<file path="src/rtl/rx_packet_assembler.sv">
// rx_packet_assembler: oversampling UART receive front end.
// Synchronizes RxD, finds the start bit, samples an 11-bit frame at bit centres
// and presents it as a parallel packet followed by a one-clock completion pulse.
module rx_packet_assembler #(
    parameter int unsigned SAMPLE_DIV = 326,
    parameter int unsigned OVERSAMPLE = 16
) (
    input  logic        clk,
    input  logic        reset,
    input  logic        Rx_EN,
    input  logic        RxD,
    output logic [10:0] packet,
    output logic        packet_completion,
    output logic        Rx_FERROR,
    output logic        Rx_BUSY
);

    localparam int unsigned DIV_W   = (SAMPLE_DIV > 1) ? $clog2(SAMPLE_DIV) : 1;
    localparam int unsigned OS_W    = $clog2(OVERSAMPLE);
    localparam int unsigned BIT_W   = 4;
    localparam int unsigned FRAME_W = 11;

    localparam logic [DIV_W-1:0] DIV_LAST = DIV_W'(SAMPLE_DIV - 1);
    localparam logic [OS_W-1:0]  OS_MID   = OS_W'(OVERSAMPLE / 2 - 1);
    localparam logic [OS_W-1:0]  OS_LAST  = OS_W'(OVERSAMPLE - 1);
    localparam logic [BIT_W-1:0] BIT_STOP = BIT_W'(FRAME_W - 1);

    typedef enum logic [1:0] {
        S_IDLE  = 2'd0,
        S_START = 2'd1,
        S_DATA  = 2'd2,
        S_DONE  = 2'd3
    } state_t;

    // Registered state
    logic                r_sync1;
    logic                r_sync2;
    logic [DIV_W-1:0]    r_div_cnt;
    state_t              r_state;
    logic [OS_W-1:0]     r_os_cnt;
    logic [BIT_W-1:0]    r_bit_idx;
    logic [FRAME_W-1:0]  r_shift;
    logic [FRAME_W-1:0]  r_packet;
    logic                r_ferror;
    logic                r_completion;
    logic                r_busy;

    // Combinational next values
    logic                w_rxd_s;
    logic                w_tick;
    state_t              w_state_nx;
    logic [OS_W-1:0]     w_os_nx;
    logic [BIT_W-1:0]    w_bit_nx;
    logic [FRAME_W-1:0]  w_shift_nx;
    logic [FRAME_W-1:0]  w_merged;
    logic [FRAME_W-1:0]  w_packet_nx;
    logic                w_ferror_nx;

    assign w_rxd_s = r_sync2;
    assign w_tick  = Rx_EN && (r_div_cnt == DIV_LAST);

    // Two-flop synchronizer for the asynchronous serial line
    always_ff @(posedge clk) begin
        if (reset) begin
            r_sync1 <= 1'b1;
            r_sync2 <= 1'b1;
        end else begin
            r_sync1 <= RxD;
            r_sync2 <= r_sync1;
        end
    end

    // Sample-tick divider, parked at zero while the receiver is disabled
    always_ff @(posedge clk) begin
        if (reset) begin
            r_div_cnt <= '0;
        end else if (!Rx_EN || w_tick) begin
            r_div_cnt <= '0;
        end else begin
            r_div_cnt <= DIV_W'(r_div_cnt + DIV_W'(1));
        end
    end

    // Shift register with the current sample merged in at the active bit index
    always_comb begin
        w_merged = r_shift;
        for (int unsigned i = 0; i < FRAME_W; i++) begin
            if (r_bit_idx == BIT_W'(i)) begin
                w_merged[i] = w_rxd_s;
            end
        end
    end

    // Next-state and datapath decode for the frame receiver
    always_comb begin
        w_state_nx  = r_state;
        w_os_nx     = r_os_cnt;
        w_bit_nx    = r_bit_idx;
        w_shift_nx  = r_shift;
        w_packet_nx = r_packet;
        w_ferror_nx = r_ferror;

        unique case (r_state)
            S_IDLE: begin
                if (w_tick && !w_rxd_s) begin
                    w_state_nx = S_START;
                    w_os_nx    = '0;
                end
            end
            S_START: begin
                if (w_tick) begin
                    if (r_os_cnt == OS_MID) begin
                        w_os_nx = '0;
                        if (w_rxd_s) begin
                            // Line back high at the start-bit centre: glitch, ignore it
                            w_state_nx = S_IDLE;
                        end else begin
                            w_state_nx    = S_DATA;
                            w_bit_nx      = BIT_W'(1);
                            w_shift_nx[0] = 1'b0;
                        end
                    end else begin
                        w_os_nx = OS_W'(r_os_cnt + OS_W'(1));
                    end
                end
            end
            S_DATA: begin
                if (w_tick) begin
                    if (r_os_cnt == OS_LAST) begin
                        w_os_nx    = '0;
                        w_shift_nx = w_merged;
                        if (r_bit_idx == BIT_STOP) begin
                            w_packet_nx = w_merged;
                            w_ferror_nx = ~w_rxd_s;
                            w_state_nx  = S_DONE;
                        end else begin
                            w_bit_nx = BIT_W'(r_bit_idx + BIT_W'(1));
                        end
                    end else begin
                        w_os_nx = OS_W'(r_os_cnt + OS_W'(1));
                    end
                end
            end
            S_DONE: begin
                w_state_nx = S_IDLE;
            end
            default: begin
                w_state_nx = S_IDLE;
            end
        endcase

        // Disable aborts any frame in flight; delivered packet and error flag survive
        if (!Rx_EN) begin
            w_state_nx = S_IDLE;
            w_os_nx    = '0;
            w_bit_nx   = '0;
        end
    end

    // State, counters and shift register
    always_ff @(posedge clk) begin
        if (reset) begin
            r_state   <= S_IDLE;
            r_os_cnt  <= '0;
            r_bit_idx <= '0;
            r_shift   <= '0;
        end else begin
            r_state   <= w_state_nx;
            r_os_cnt  <= w_os_nx;
            r_bit_idx <= w_bit_nx;
            r_shift   <= w_shift_nx;
        end
    end

    // Output registers; completion trails the packet load by one clock
    always_ff @(posedge clk) begin
        if (reset) begin
            r_packet     <= '0;
            r_ferror     <= 1'b0;
            r_completion <= 1'b0;
            r_busy       <= 1'b0;
        end else begin
            r_packet     <= w_packet_nx;
            r_ferror     <= w_ferror_nx;
            r_completion <= Rx_EN && (r_state == S_DONE);
            r_busy       <= (w_state_nx != S_IDLE);
        end
    end

    assign packet            = r_packet;
    assign packet_completion = r_completion;
    assign Rx_FERROR         = r_ferror;
    assign Rx_BUSY           = r_busy;

endmodule
</file>
<file path="config.mk">
export PLATFORM = sky130hd
export DESIGN_NAME = rx_packet_assembler
export DESIGN_NICKNAME = d
export VERILOG_FILES = /design/src/rtl/rx_packet_assembler.sv
export SDC_FILE = /design/constraint.sdc
export NUM_CORES = 1
export LEC_CHECK = 0
export CAP_MARGIN = 20
export CELL_PAD_IN_SITES_DETAIL_PLACEMENT = 1
export CELL_PAD_IN_SITES_GLOBAL_PLACEMENT = 1
export CORE_MARGIN = 4
export CORE_UTILIZATION = 49
export CTS_BUF_LIST = sky130_fd_sc_hd__clkbuf_4 sky130_fd_sc_hd__clkbuf_8
export DETAILED_ROUTE_END_ITERATION = 12
export PLACE_DENSITY = 0.95
export SLEW_MARGIN = 0
export SYNTH_ARGS = -nofsm -noshare
export SYNTH_HDL_FRONTEND = slang
export SYNTH_SLANG_ARGS = --single-unit
</file>
<file path="constraint.sdc">
create_clock -name clk -period 3.95 [get_ports clk]
set_input_delay 0.79 -clock clk [delete_from_list [all_inputs] [get_ports clk]]
set_output_delay 0.79 -clock clk [all_outputs]
set_load 0.01 [all_outputs]
</file>
==> summary.log <==
INFO  setup_path     critical_path_required=4.15ns
INFO  floorplan      row_count=24
INFO  setup_path     worst-endpoint-arrival=2.86ns
INFO  timing         postLayoutSetupSlackWorst=1.29ns
INFO  detailed_routing drt_drc_violations_left=0
INFO  setup_path     critical_path.max_fanout=15
INFO  detailed_routing detailroute.via_count=2,056
INFO  yosys          synth_top_cells_by_count=59 x sky130_fd_sc_hd__nand2_1, 45 x sky130_fd_sc_hd__dfxtp_1, 25 x sky130_fd_sc_hd__a21oi_1
INFO  finish         layoutNonFillerInstCount=335
INFO  job            max_cap_viol_count=0
INFO  power          power.static_leakage=0.000902uW
INFO  clock_tree     cts_made_buffers=5
INFO  clock_tree     ctsHtreeMaxLevel=2
INFO  yosys          synthCells=266
INFO  setup_path     criticalPathCategory=reg2reg
INFO  power          irDropWorstVdd=0.000223V
INFO  detailed_routing 1st_iter_drt_viols=142
INFO  yosys          netlist-cell-type-count=49
INFO  detailed_routing first_drt_pass_iteration_count=4
INFO  yosys          synth.yosys.warnings=0
INFO  finish         n_antenna_cell=0
INFO  detailed_routing avgRoutedWirePerCell=20.1um
INFO  finish         syn2layout_area_growth=13.8%
INFO  yosys          asyncSetResetFlopFracSynth=0%
INFO  placed_design  pre_cts_ws=1.14ns
INFO  global_routing pin_count_of_the_biggest_net_entering_global_routing=26
INFO  setup_path     kind_of_capture_point_of_the_worst_setup_path=register
INFO  timing         timing.setup.tns=0ns
INFO  clock_tree     clk_transition_reported_paths=0.10ns
INFO  timing         slew-limit-headroom=44.8%
INFO  finish         seq_area=901um^2
INFO  power          fin_total_pwr=852uW
INFO  yosys          synth_ff_type=sky130_fd_sc_hd__dfxtp_1
INFO  yosys          synth_top_cells_by_area=sky130_fd_sc_hd__dfxtp_1 39%, sky130_fd_sc_hd__nand2_1 9.7%, sky130_fd_sc_hd__ha_1 6.6%
INFO  yosys          synth_enable_flop_cells=0
INFO  timing         rsz0062_at_grt=no
INFO  floorplan      die_w=76.4um
INFO  clock_tree     cts.path.max_buffers=2
INFO  clock_tree     worst_skew_pair.late_latency=0.31ns
INFO  min_path       min-delay-path-class=reg2reg
INFO  detailed_routing route.antenna.remaining_nets=0
INFO  timing         fmax=0.376GHz
INFO  clock_tree     tritoncts=built
INFO  global_routing grt_pass1_wl=11.7mm
INFO  placed_design  numPortBuffers=17
INFO  power          power-per-cell-area=326nW/um^2
INFO  timing         fin_worst_skew=0.00845ns
INFO  timing         final.period_utilization=67.3%
INFO  placed_design  post-dp-hpwl=4.27mm
INFO  yosys          synth_largest_type_area_fraction=39.3%
INFO  yosys          synth.net_count=282
INFO  floorplan      effective_utilization_at_floorplan=51.6%
INFO  setup_path     timing.reg2reg.worst_path_depth=7
INFO  floorplan      die_area=5840um^2
INFO  yosys          synthesis.area=2290um^2
INFO  finish         nNetsFinal=298
INFO  detailed_routing vias_per_cell=6.14
INFO  setup_path     setup.worst_path.start_class=register
INFO  clock_tree     ctsRootBufferMaster=sky130_fd_sc_hd__clkbuf_8
INFO  timing         finalHoldViolCount=0
INFO  yosys          seq_total_area_yosys=39.3%
INFO  clock_tree     postCtsResizedCells=0
INFO  global_routing grt_antenna_before_repair=0
INFO  floorplan      coreArea=4440um^2
INFO  yosys          post-synth-top-count-cell=sky130_fd_sc_hd__nand2_1
INFO  outcome        run_status=complete, no violations
INFO  floorplan      chipHeight=76.4um
INFO  placed_design  gpl.final_weighted_congestion=0.824
INFO  timing         final.min_clock_period=2.66ns
INFO  global_routing globalRoute.totalOverflow=0
INFO  finish         share_of_post_route_cells_with_drive_strength_above_1=12.0%
INFO  global_routing first_global_vias=2,210
INFO  timing         setup_viol=0
INFO  finish         multiInputGateArea=1330um^2
INFO  timing         drv_slew=0
INFO  timing         timing_worst_slew_pin_value=0.822ns
INFO  yosys          synth-seq-cells=45
INFO  clock_tree     cts.hold.buffers_added=0
INFO  global_routing grt.total_usage=24.9%
INFO  finish         final.fill_count=523
INFO  yosys          synth_largest_area_cell=sky130_fd_sc_hd__dfxtp_1
INFO  timing         final.hold.worst_slack=0.446ns
INFO  yosys          synth_area_per_cell=8.62um^2
INFO  floorplan      io-pin-count=18
INFO  clock_tree     cts_post_setup_buffers_inserted=0
INFO  clock_tree     cts_sinks=45
INFO  detailed_routing routed_wl=6.74mm
INFO  placed_design  place_inst=327
INFO  min_path       worst_hold_path.num_cells=1
==> critical path: stages, from the launching register on <==
cell,delay [ns]
sky130_fd_sc_hd__dfxtp_1,0.36
sky130_fd_sc_hd__inv_1,0.16
sky130_fd_sc_hd__ha_1,0.49
sky130_fd_sc_hd__nand4_1,0.28
sky130_fd_sc_hd__nor4_4,0.75
sky130_fd_sc_hd__o211ai_1,0.19
sky130_fd_sc_hd__and2_1,0.21
sky130_fd_sc_hd__o311ai_1,0.10
==> metrics by stage <==
| stage | utilization, % | instance area [um^2] |
|---|---|---|
| finish | 58.7 | 2610 |
| global route | 58.7 | 2610 |
| CTS | 58.7 | 2610 |
| detailed placement | 56.1 | 2490 |
| global placement | 56.1 | 2490 |
| floorplan | - | 2290 |
==> per-layer routing <==
metal	track usage [%]	share of wire (%)	up-vias
li1	-	-	954
met1	30.9	42	1011
met2	41.7	50	66
met3	4.85	4.4	25
met4	11.2	4.1	0
met5	0	0	-
==> logic make-up (layout without fill, tap and decap cells) <==
kind of cell	Yosys count	after routing	synth area share, %
DFF	45	45	39.3
muxes	14	14	6.71
adders and majority gates	12	12	6.55
buffers and inverters	15	32	2.84
and+or+nand+nor	127	127	29.3
xor gates and xnor gates	7	7	2.67
AOI/OAI and AO/OA	46	46	12.7
==> path summary, 6_finish.rpt <==
check            end  slack, ns  startpoint
max          Rx_BUSY       1.29  r_state[0]
max reg2reg  Rx_BUSY       1.29  r_state[0]
min          r_sync2       0.45     r_sync1
min reg2reg  r_sync2       0.45     r_sync1
==> layout make-up <==
cell class | count | area share [%]
clock buffers | 5 | 2.64
clock inverters | 3 | 1.82
inverters | 6 | 0.863
multi-input cells | 206 | 50.8
flip-flops and latches | 45 | 34.5
well taps | 52 | 2.49
repair buffers | 18 | 6.81
==> where the power goes <==
| group | switching, uW | total (uW) | internal, uW |
|---|---|---|---|
| logic | 11.7 | 18.1 | 6.33 |
| clock network | 181 | 375 | 193 |
| registers | 3.63 | 459 | 455 |
| total | 197 | 852 | 655 |
==> cell usage in the layout, fill, tap and decap left out, drive strengths merged, types with 2 or more instances in the layout <==
cell type	count
nand2	59
o31ai	2
nor4	2
and3	2
nor3b	2
mux2i	3
ha	12
o21a	3
mux2	11
xor2	6
nand4b	2
nand2b	5
o311ai	2
nor3	4
nor2	14
inv	8
clkbuf	5
o21ai	6
or2	4
a31oi	2
nor2b	6
nand3	9
or4b	2
dfxtp	45
a21oi	26
nand4	5
clkdlybuf4s50	17
and2	5
==> registers in the layout (all words and copies together), names as in the netlist <==
name / count
packet: 11
r_shift: 10
r_div_cnt: 9
r_bit_idx: 4
r_os_cnt: 4
r_state: 2
Rx_BUSY: 1
Rx_FERROR: 1
packet_completion: 1
r_sync1: 1
r_sync2: 1
Note: power is estimated with default switching activity, not from simulation.
